<file path="src/rtl/ym_write_arbiter.sv">
// Round-robin host bus controller for the YM2151 register file: two requesters,
// each request is an address write then a data write, followed by a busy wait and status polling.
module ym_write_arbiter #(
  parameter int BUSY_CYCLES = 2,
  parameter int POLL_MAX    = 16
) (
  input  logic       phiM,
  input  logic       IC,
  input  logic       req0,
  input  logic       req1,
  input  logic [7:0] addr0,
  input  logic [7:0] addr1,
  input  logic [7:0] data0,
  input  logic [7:0] data1,
  output logic       ack0,
  output logic       ack1,
  output logic       err,
  output logic       CS_b,
  output logic       WR_b,
  output logic       RD_b,
  output logic       A0,
  output logic [7:0] bus_out,
  input  logic [7:0] bus_in
);

  typedef enum logic [2:0] {
    S_IDLE, S_ADDR, S_DATA, S_WAIT, S_POLL_RD, S_POLL_CHK, S_DONE
  } state_t;

  localparam int PCNT_W = $clog2(POLL_MAX + 1);
  localparam int WCNT_W = (BUSY_CYCLES > 1) ? $clog2(BUSY_CYCLES) : 1;
  localparam logic [PCNT_W-1:0] POLL_LAST = PCNT_W'(POLL_MAX);
  localparam logic [WCNT_W-1:0] WAIT_LAST = WCNT_W'((BUSY_CYCLES > 0) ? BUSY_CYCLES - 1 : 0);

  state_t              state_q, state_d;
  logic                last_q, last_d;
  logic [PCNT_W-1:0]   poll_q, poll_d;
  logic [WCNT_W-1:0]   wait_q, wait_d;
  logic                id_q, id_d;
  logic [7:0]          addr_q, addr_d;
  logic [7:0]          data_q, data_d;
  logic                gnt_id;
  logic                err_d, err_q;
  logic                cs_d, cs_q, wr_d, wr_q, rd_d, rd_q, a0_d, a0_q;
  logic [7:0]          bus_d, bus_q;
  logic                ack0_d, ack0_q, ack1_d, ack1_q;
  logic                unused_status;

  // Only the busy flag of the status byte matters.
  assign unused_status = ^bus_in[6:0];

  always_comb begin
    state_d = state_q;
    last_d  = last_q;
    poll_d  = poll_q;
    wait_d  = wait_q;
    id_d    = id_q;
    addr_d  = addr_q;
    data_d  = data_q;
    gnt_id  = 1'b0;
    err_d   = 1'b0;
    case (state_q)
      S_IDLE: begin
        if (req0 || req1) begin
          // last_q holds the id served most recently; a tie goes to the other one.
          gnt_id  = (req0 && req1) ? ~last_q : req1;
          id_d    = gnt_id;
          addr_d  = gnt_id ? addr1 : addr0;
          data_d  = gnt_id ? data1 : data0;
          state_d = S_ADDR;
        end
      end
      S_ADDR: state_d = S_DATA;
      S_DATA: begin
        wait_d  = '0;
        state_d = (BUSY_CYCLES == 0) ? S_POLL_RD : S_WAIT;
      end
      S_WAIT: begin
        if (wait_q == WAIT_LAST) state_d = S_POLL_RD;
        else                     wait_d  = wait_q + 1'b1;
      end
      S_POLL_RD: begin
        poll_d  = poll_q + 1'b1;
        state_d = S_POLL_CHK;
      end
      S_POLL_CHK: begin
        if (!bus_in[7]) begin
          state_d = S_DONE;
        end else if (poll_q >= POLL_LAST) begin
          state_d = S_DONE;
          err_d   = 1'b1;
        end else begin
          state_d = S_POLL_RD;
        end
      end
      S_DONE: begin
        poll_d  = '0;
        last_d  = id_q;
        state_d = S_IDLE;
      end
      default: state_d = S_IDLE;
    endcase
  end

  // Bus outputs are decoded from the next state so they are registered yet
  // line up with the state they belong to.
  always_comb begin
    cs_d   = 1'b1;
    wr_d   = 1'b1;
    rd_d   = 1'b1;
    a0_d   = 1'b0;
    bus_d  = bus_q;
    ack0_d = 1'b0;
    ack1_d = 1'b0;
    case (state_d)
      S_ADDR: begin
        cs_d  = 1'b0;
        wr_d  = 1'b0;
        bus_d = addr_d;
      end
      S_DATA: begin
        cs_d  = 1'b0;
        wr_d  = 1'b0;
        a0_d  = 1'b1;
        bus_d = data_q;
      end
      S_POLL_RD: begin
        cs_d = 1'b0;
        rd_d = 1'b0;
      end
      S_DONE: begin
        ack0_d = ~id_q;
        ack1_d = id_q;
      end
      default: ;
    endcase
  end

  always_ff @(posedge phiM) begin
    if (IC) begin
      state_q <= S_IDLE;
      last_q  <= 1'b1;
      poll_q  <= '0;
      wait_q  <= '0;
      cs_q    <= 1'b1;
      wr_q    <= 1'b1;
      rd_q    <= 1'b1;
      a0_q    <= 1'b0;
      bus_q   <= 8'h00;
      ack0_q  <= 1'b0;
      ack1_q  <= 1'b0;
      err_q   <= 1'b0;
    end else begin
      state_q <= state_d;
      last_q  <= last_d;
      poll_q  <= poll_d;
      wait_q  <= wait_d;
      cs_q    <= cs_d;
      wr_q    <= wr_d;
      rd_q    <= rd_d;
      a0_q    <= a0_d;
      bus_q   <= bus_d;
      ack0_q  <= ack0_d;
      ack1_q  <= ack1_d;
      err_q   <= err_d;
    end
  end

  always_ff @(posedge phiM) begin
    id_q   <= id_d;
    addr_q <= addr_d;
    data_q <= data_d;
  end

  assign CS_b    = cs_q;
  assign WR_b    = wr_q;
  assign RD_b    = rd_q;
  assign A0      = a0_q;
  assign bus_out = bus_q;
  assign ack0    = ack0_q;
  assign ack1    = ack1_q;
  assign err     = err_q;

endmodule

</file>
<file path="config.mk">
export PLATFORM = sky130hd
export DESIGN_NAME = ym_write_arbiter
export DESIGN_NICKNAME = d
export VERILOG_FILES = /design/src/rtl/ym_write_arbiter.sv
export SDC_FILE = /design/constraint.sdc
export NUM_CORES = 1
export LEC_CHECK = 0
export BUFFER_PORTS_ARGS = -buffer_cell sky130_fd_sc_hd__buf_2
export CAP_MARGIN = 30
export CELL_PAD_IN_SITES_DETAIL_PLACEMENT = 0
export CELL_PAD_IN_SITES_GLOBAL_PLACEMENT = 1
export CORE_UTILIZATION = 35
export DETAILED_ROUTE_END_ITERATION = 6
export GPL_TIMING_DRIVEN = 0
export HOLD_SLACK_MARGIN = 0.15
export PLACE_DENSITY_LB_ADDON = 0.15
export SLEW_MARGIN = 15
export SYNTH_ARGS = -nofsm -noshare
export SYNTH_HDL_FRONTEND = slang
export SYNTH_SLANG_ARGS = --single-unit
</file>
<file path="constraint.sdc">
create_clock -name phiM -period 1.92 [get_ports phiM]
set_clock_uncertainty 0.05 [all_clocks]
set_input_delay 0.384 -clock phiM [delete_from_list [all_inputs] [get_ports phiM]]
set_output_delay 0.384 -clock phiM [all_outputs]
set_load 0.1 [all_outputs]
</file>
==> results.py, run 1 <==
metrics = {
    "status": {
        "status": "complete, no violations",
    },
    "floorplanning": {
        "die_x_um": 69.6,
        "core_area_um2": 4380,
        "fp.dieH_um": 69.6,
        "initial_core_util": 0.365,
        "rows": 24,
        "die_area_um2": 4850,
        "io_pins": 59,
    },
    "logic_synthesis": {
        "synth_warnings": 0,
        "ys_types": 37,
        "synth-seq-cells": 34,
        "ys_seq_area_frac": 0.481,
        "syn_inst": 164,
        "syn_area_per_cell_um2": 9.77,
        "synthesis.nets": 210,
        "syn-cell-area_um2": 1600,
    },
    "power": {
        "clock_power_share": 0.269,
        "ir_drop_mv": 0.371,
        "p_per_area_nw_per_um2": 916,
        "leakage_uw": 0.000839,
        "net-switching-power_uw": 646,
        "p_seq_frac": 0.452,
        "p_comb_frac": 0.279,
        "swShare": 0.352,
        "p_int_uw": 1190,
    },
    "sta": {
        "fin_tns_setup_ns": 0,
        "worst_pin_slew_ns": 0.582,
        "slew_headroom": 0.611,
        "fin_crit_ns": 1.56,
        "final_max_slew_viol_count": 0,
        "setup_violations": 0,
        "clock.fmax_mhz": 642,
        "post-route-period-util": 0.811,
        "rsz0062_at_grt": "false",
        "holdWs_ns": 0.325,
        "hold_violations": 0,
    },
    "critical_path": {
        "r2r_cells": 5,
        "crit_end": "bus_out[7]$_SDFFE_PP0P_",
        "critPathCaptureType": "register",
        "critPathLaunchType": "register",
        "startpoint": "state_q[2]$_SDFF_PP0_",
        "cp.arrival_ns": 1.72,
        "path_class": "register to register",
        "worstPathRequired_ns": 2.09,
        "rr_endpoint": "bus_out[7]$_SDFFE_PP0P_",
        "worstReg2RegStart": "state_q[2]$_SDFF_PP0_",
        "r2r_slack_ns": 0.36,
        "critPathMaxFanout": 10,
    },
    "clocking": {
        "holdBufCountCts": 0,
        "clk_path_buf_depth": 2,
        "clk_pin_slew_ns": 0.07,
        "cts_setup_buffers": 0,
        "tritoncts": "yes",
        "cts_inserted_buffers": 5,
        "cts_resized": 0,
        "clock-sinks": 34,
        "cts_htree_levels": 2,
        "clkLatencyLatePin_ns": 0.28,
        "clockRootBuffer": "clkbuf_8",
    },
    "global_route": {
        "antenna_found_initial": 0,
        "track_usage": 0.160,
        "grt_pass1_wl_um": 6070,
        "grt_remaining_overflow": 0,
        "grt_pass1_vias": 1355,
        "grt_start_max_net_pins": 11,
    },
    "placement": {
        "port_buffers": 51,
        "place_hpwl_um": 2750,
        "routabilityCongestion": 0.752,
    },
    "routing": {
        "vias": 1378,
        "ant_nets": 0,
        "viasPerCell": 5.01,
        "drtIter0Drc": 60,
        "wl_per_cell_um": 13.3,
        "wirelength_um": 3650,
        "drc": 0,
        "first_pass_iters": 4,
    },
    "cells_and_area": {
        "area_growth_pct": 25.0,
        "seq_area_um2": 771,
        "finalNetCount": 268,
        "diodes": 0,
        "drive_gt1_frac": 0.363,
        "fillers": 460,
        "multiInputGateArea_um2": 732,
    },
    "job": {
        "cap_violations": 0,
    },
    "min_path": {
        "min_path_type": "input port to register",
    },
}
-- cell usage after synthesis --
master     count  share of area
inv_1         12          0.028
ha_1           2          0.016
nand2b_1       3          0.012
nor2_1         9          0.021
o21ai_0       12          0.038
nor3_2         1         0.0063
nor2_2         1         0.0039
a2111oi_0      1         0.0055
a21boi_0       3          0.014
a211oi_1       5          0.023
nor2b_1        2         0.0078
or3_1          1         0.0039
buf_2          4          0.013
a31oi_1        2         0.0078
a211oi_2       3          0.023
a311o_1        1         0.0063
nand4_1        3          0.012
dfxtp_1       25           0.31
nand3b_1       1         0.0047
edfxtp_1       9           0.17
nor3b_1        4          0.019
nor3_1         2         0.0063
a21boi_4       1          0.012
or4_1          1         0.0047
mux2_2         8          0.056
nand3_1        2         0.0063
nor4b_4        1          0.015
nor2_8         1          0.013
o211ai_1       1         0.0047
clkbuf_1       1         0.0023
nand2_1       11          0.026
nor4_1         1         0.0039
and2b_1        1         0.0047
buf_4          4          0.019
or3b_4         1         0.0070
o21ai_1        8          0.025
a21oi_1       16          0.050
-- layout by cell type (no fill, tap or decap), types with 2 or more instances in the layout --
master and instances:
nor2_1 9, o21ai_1 8, inv_1 12, nor3_1 2
edfxtp_1 9, clkbuf_1 4, o21ai_0 12, nor3b_1 4
a211oi_1 5, a211oi_2 3, nand4_1 3, buf_4 4
nand3_1 2, a21oi_1 16, a31oi_1 2, ha_1 2
clkbuf_8 5, buf_2 55, dfxtp_1 25, nand2_1 11
a21boi_0 3, nor2b_1 2, mux2_2 8, nand2b_1 3
-- worst max-delay path, stage by stage (launching register included) --
cell and delay (ns):
dfxtp_1 0.38, buf_2 0.25, nor3b_1 0.08, nor2_1 0.39, o21ai_0 0.21, o21ai_1 0.14
-- through the flow --
step / total power, uW / cell area (um2) / setup slack, ns / util / instances
finish: 1830 / 2000 / 0.362 / 0.457 / 275
global route: 1920 / 2000 / 0.167 / 0.457 / 275
CTS: 1860 / 2000 / 0.341 / 0.457 / 275
detailed placement: 1360 / 1920 / 0.213 / 0.438 / 267
global placement: 1350 / 1920 / 0.209 / 0.438 / 267
floorplan: 1240 / 1600 / 0.499 / - / 164
-- layout make-up --
cell class,instances,share of cell area
Inverter,12,0.0225
Clock buffer,8,0.0400
Sequential cell,34,0.385
Multi-Input combinational cell,109,0.366
Timing Repair Buffer,51,0.128
Tap cell,52,0.0325
Buffer,9,0.0269
-- power by group through the flow --
stage / sequential, uW / combinational, uW / clock [uW]
after floorplan: 1080 / 162 / 0
after global placement: 841 / 510 / 0
after detailed placement: 843 / 516 / 0
after CTS: 828 / 517 / 511
after global routing: 834 / 543 / 541
final: 828 / 512 / 493
-- state kept, by name (all words and copies together) (netlist names) --
register / count
last_q: 1
bus_out: 8
wait_q: 1
WR_b: 1
A0: 1
err: 1
ack1: 1
state_q: 3
RD_b: 1
ack0: 1
CS_b: 1
poll_q: 5
data_q: 8
id_q: 1
-- cell families after synthesis --
kind of cell               after synthesis  synth area share
adders and majority gates                2            0.0156
buffers and inverters                   21            0.0617
muxes                                    8            0.0563
AOI/OAI and AO/OA                       53             0.209
DFF                                     34             0.481
and+or+nand+nor                         46             0.176
-- worst min-delay path by stage --
stage                                   start  slack [ns]  depth (start not counted)                 endpoint
after floorplan           data_q[0]$_DFFE_PP_        0.37                          2  bus_out[0]$_SDFFE_PP0P_
final                               bus_in[7]        0.32                          3           err$_SDFF_PP0_
after detailed placement  data_q[0]$_DFFE_PP_        0.39                          2  bus_out[0]$_SDFFE_PP0P_
after global routing                 addr1[3]        0.34                          3  bus_out[3]$_SDFFE_PP0P_
after CTS                           bus_in[7]        0.31                          3           err$_SDFF_PP0_
after global placement    data_q[4]$_DFFE_PP_        0.38                          2  bus_out[4]$_SDFFE_PP0P_
-- routing by layer --
metal,up-vias,GRT usage,share of wire
met4,0,0.0644,0.013
met3,6,0.0407,0.049
met1,632,0.198,0.46
met2,39,0.264,0.47
li1,701,-,-
met5,-,0,0
Note: power is estimated with default switching activity, not from simulation.
==> run 2, diff against run 1 <==
CORE_UTILIZATION = 32   (was 35)
clock period = 1.3 ns   (was 1.92 ns; I/O delays follow)
==> results.py, run 2 (synthesis gave the netlist of run 1 again) <==
metrics = {
    "clocking": {
        "cts_inserted_buffers": 5,
        "cts_htree_levels": 2,
        "clk_pin_slew_ns": 0.07,
        "clock-sinks": 34,
        "holdBufCountCts": 0,
        "tritoncts": "yes",
        "clk_path_buf_depth": 2,
        "clockRootBuffer": "clkbuf_8",
        "clkLatencyLatePin_ns": 0.28,
    },
    "critical_path": {
        "r2r_cells": 3,
        "critPathMaxFanout": 10,
        "cp.arrival_ns": 1.34,
        "critPathCaptureType": "register",
        "worstPathRequired_ns": 1.24,
        "path_class": "register to register",
        "critPathLaunchType": "register",
    },
    "floorplanning": {
        "core_area_um2": 4750,
        "rows": 25,
        "fp.dieH_um": 72.7,
        "io_pins": 59,
        "initial_core_util": 0.337,
        "die_area_um2": 5290,
        "die_x_um": 72.7,
    },
    "routing": {
        "routed.top_layer": "met4",
        "viasPerCell": 4.80,
        "wirelength_um": 4310,
        "drt-met1-wl_um": 1830,
        "drtIter0Drc": 59,
        "first_pass_iters": 4,
        "ant_nets": 0,
        "wl_met3_um": 255,
        "route.met2.wl_um": 2170,
        "drc": 0,
        "vias": 1463,
        "wl_per_cell_um": 14.1,
    },
    "placement": {
        "port_buffers": 51,
        "place_hpwl_um": 2790,
        "routabilityCongestion": 0.781,
        "dp_cells": 282,
    },
    "status": {
        "violations": "setup timing",
        "status": "complete, but fails checks",
    },
    "global_route": {
        "grt_remaining_overflow": 0,
        "track_usage": 0.171,
        "grt_pass1_wl_um": 6690,
        "grt_start_max_net_pins": 11,
        "grt_pass1_vias": 1410,
        "antenna_found_initial": 0,
    },
    "sta": {
        "clock.fmax_mhz": 713,
        "rsz0062_at_grt": "true",
        "setup_slack_ns": -0.102,
        "post-route-period-util": 1.08,
        "hold_violations": 0,
        "slew_headroom": 0.664,
        "setup_violations": 22,
        "fin_crit_ns": 1.40,
        "final_max_slew_viol_count": 0,
        "worst_pin_slew_ns": 0.505,
    },
    "cells_and_area": {
        "area_growth_pct": 47.9,
        "mostFrequentLayoutCell": "buf_2",
        "finalNetCount": 283,
        "fin_cells": 305,
        "final_cell_mix": "buf_2, buf_4, a21oi_1",
        "drive_gt1_frac": 0.508,
        "diodes": 0,
    },
    "power": {
        "ir_drop_mv": 0.623,
        "leakage_uw": 0.000990,
        "p_per_area_nw_per_um2": 1230,
        "finalPower_uw": 2910,
    },
    "min_path": {
        "holdPathStages": 3,
        "min_path_type": "input port to register",
    },
    "job": {
        "cap_violations": 0,
    },
}
==> run 2: metrics by stage <==
| stage | hold slack [ns] | TNS, ns | setup WS [ns] | cell area (um2) | utilization |
|---|---|---|---|---|---|
| 6_report | 0.182 | -1.50 | -0.102 | 2370 | 0.498 |
| 5_1_grt | 0.191 | -2.81 | -0.128 | 2370 | 0.498 |
| 4_1_cts | 0.178 | -1.88 | -0.104 | 2280 | 0.480 |
| 2_1_floorplan | 0.294 | -0.0341 | -0.00379 | 1620 | - |
| 3_5_place_dp | 0.392 | -6.40 | -0.348 | 1960 | 0.412 |
| 3_3_place_gp | 0.381 | -5.55 | -0.263 | 1960 | 0.412 |
==> run 2: metal layers <==
layer  vias up  track usage
met4         0       0.0523
met2        51        0.306
li1        733            -
met3         5       0.0456
met1       674        0.198
met5         -            0
==> run 2: where the power goes <==
| group | internal (uW) | total [uW] | switching (uW) |
|---|---|---|---|
| clock network | 368 | 744 | 376 |
| logic | 313 | 928 | 615 |
| registers | 1190 | 1240 | 44.6 |
| total | 1870 | 2910 | 1030 |
==> run 2: critical path, cell delays in order (launching register included) <==
cell,delay (ns)
dfxtp_2,0.35
or3_4,0.38
buf_12,0.16
nor2_8,0.16
==> run 2: path summary, 6_finish.rpt <==
| path | start | slack [ns] | endpoint |
|---|---|---|---|
| hold / removal | bus_in[7] | 0.18 | err$_SDFF_PP0_ |
| setup / recovery | state_q[0]$_SDFF_PP0_ | -0.10 | id_q$_DFFE_PP_ |
| hold reg to reg | data_q[3]$_DFFE_PP_ | 0.41 | bus_out[3]$_SDFFE_PP0P_ |
| setup reg to reg | state_q[0]$_SDFF_PP0_ | -0.10 | id_q$_DFFE_PP_ |
==> run 2: layout make-up <==
class | instances | area [um2]
tap | 67 | 83.8
inverter | 12 | 45.0
buffer | 9 | 106
sequential | 34 | 788
timing repair buffer | 65 | 435
clock buffer | 6 | 72.6
fill | 492 | 2390
multi-input combinational | 110 | 828
clock inverter | 2 | 8.76
==> run 2: repair_timing <==
| action | 4_1_cts | 5_1_grt |
|---|---|---|
| resized for setup | 41 | 20 |
| setup buffers | 9 | 4 |
| cloned | 2 | 1 |
| pin swaps | 6 | 9 |
| setup endpoints to repair | 51 | 34 |
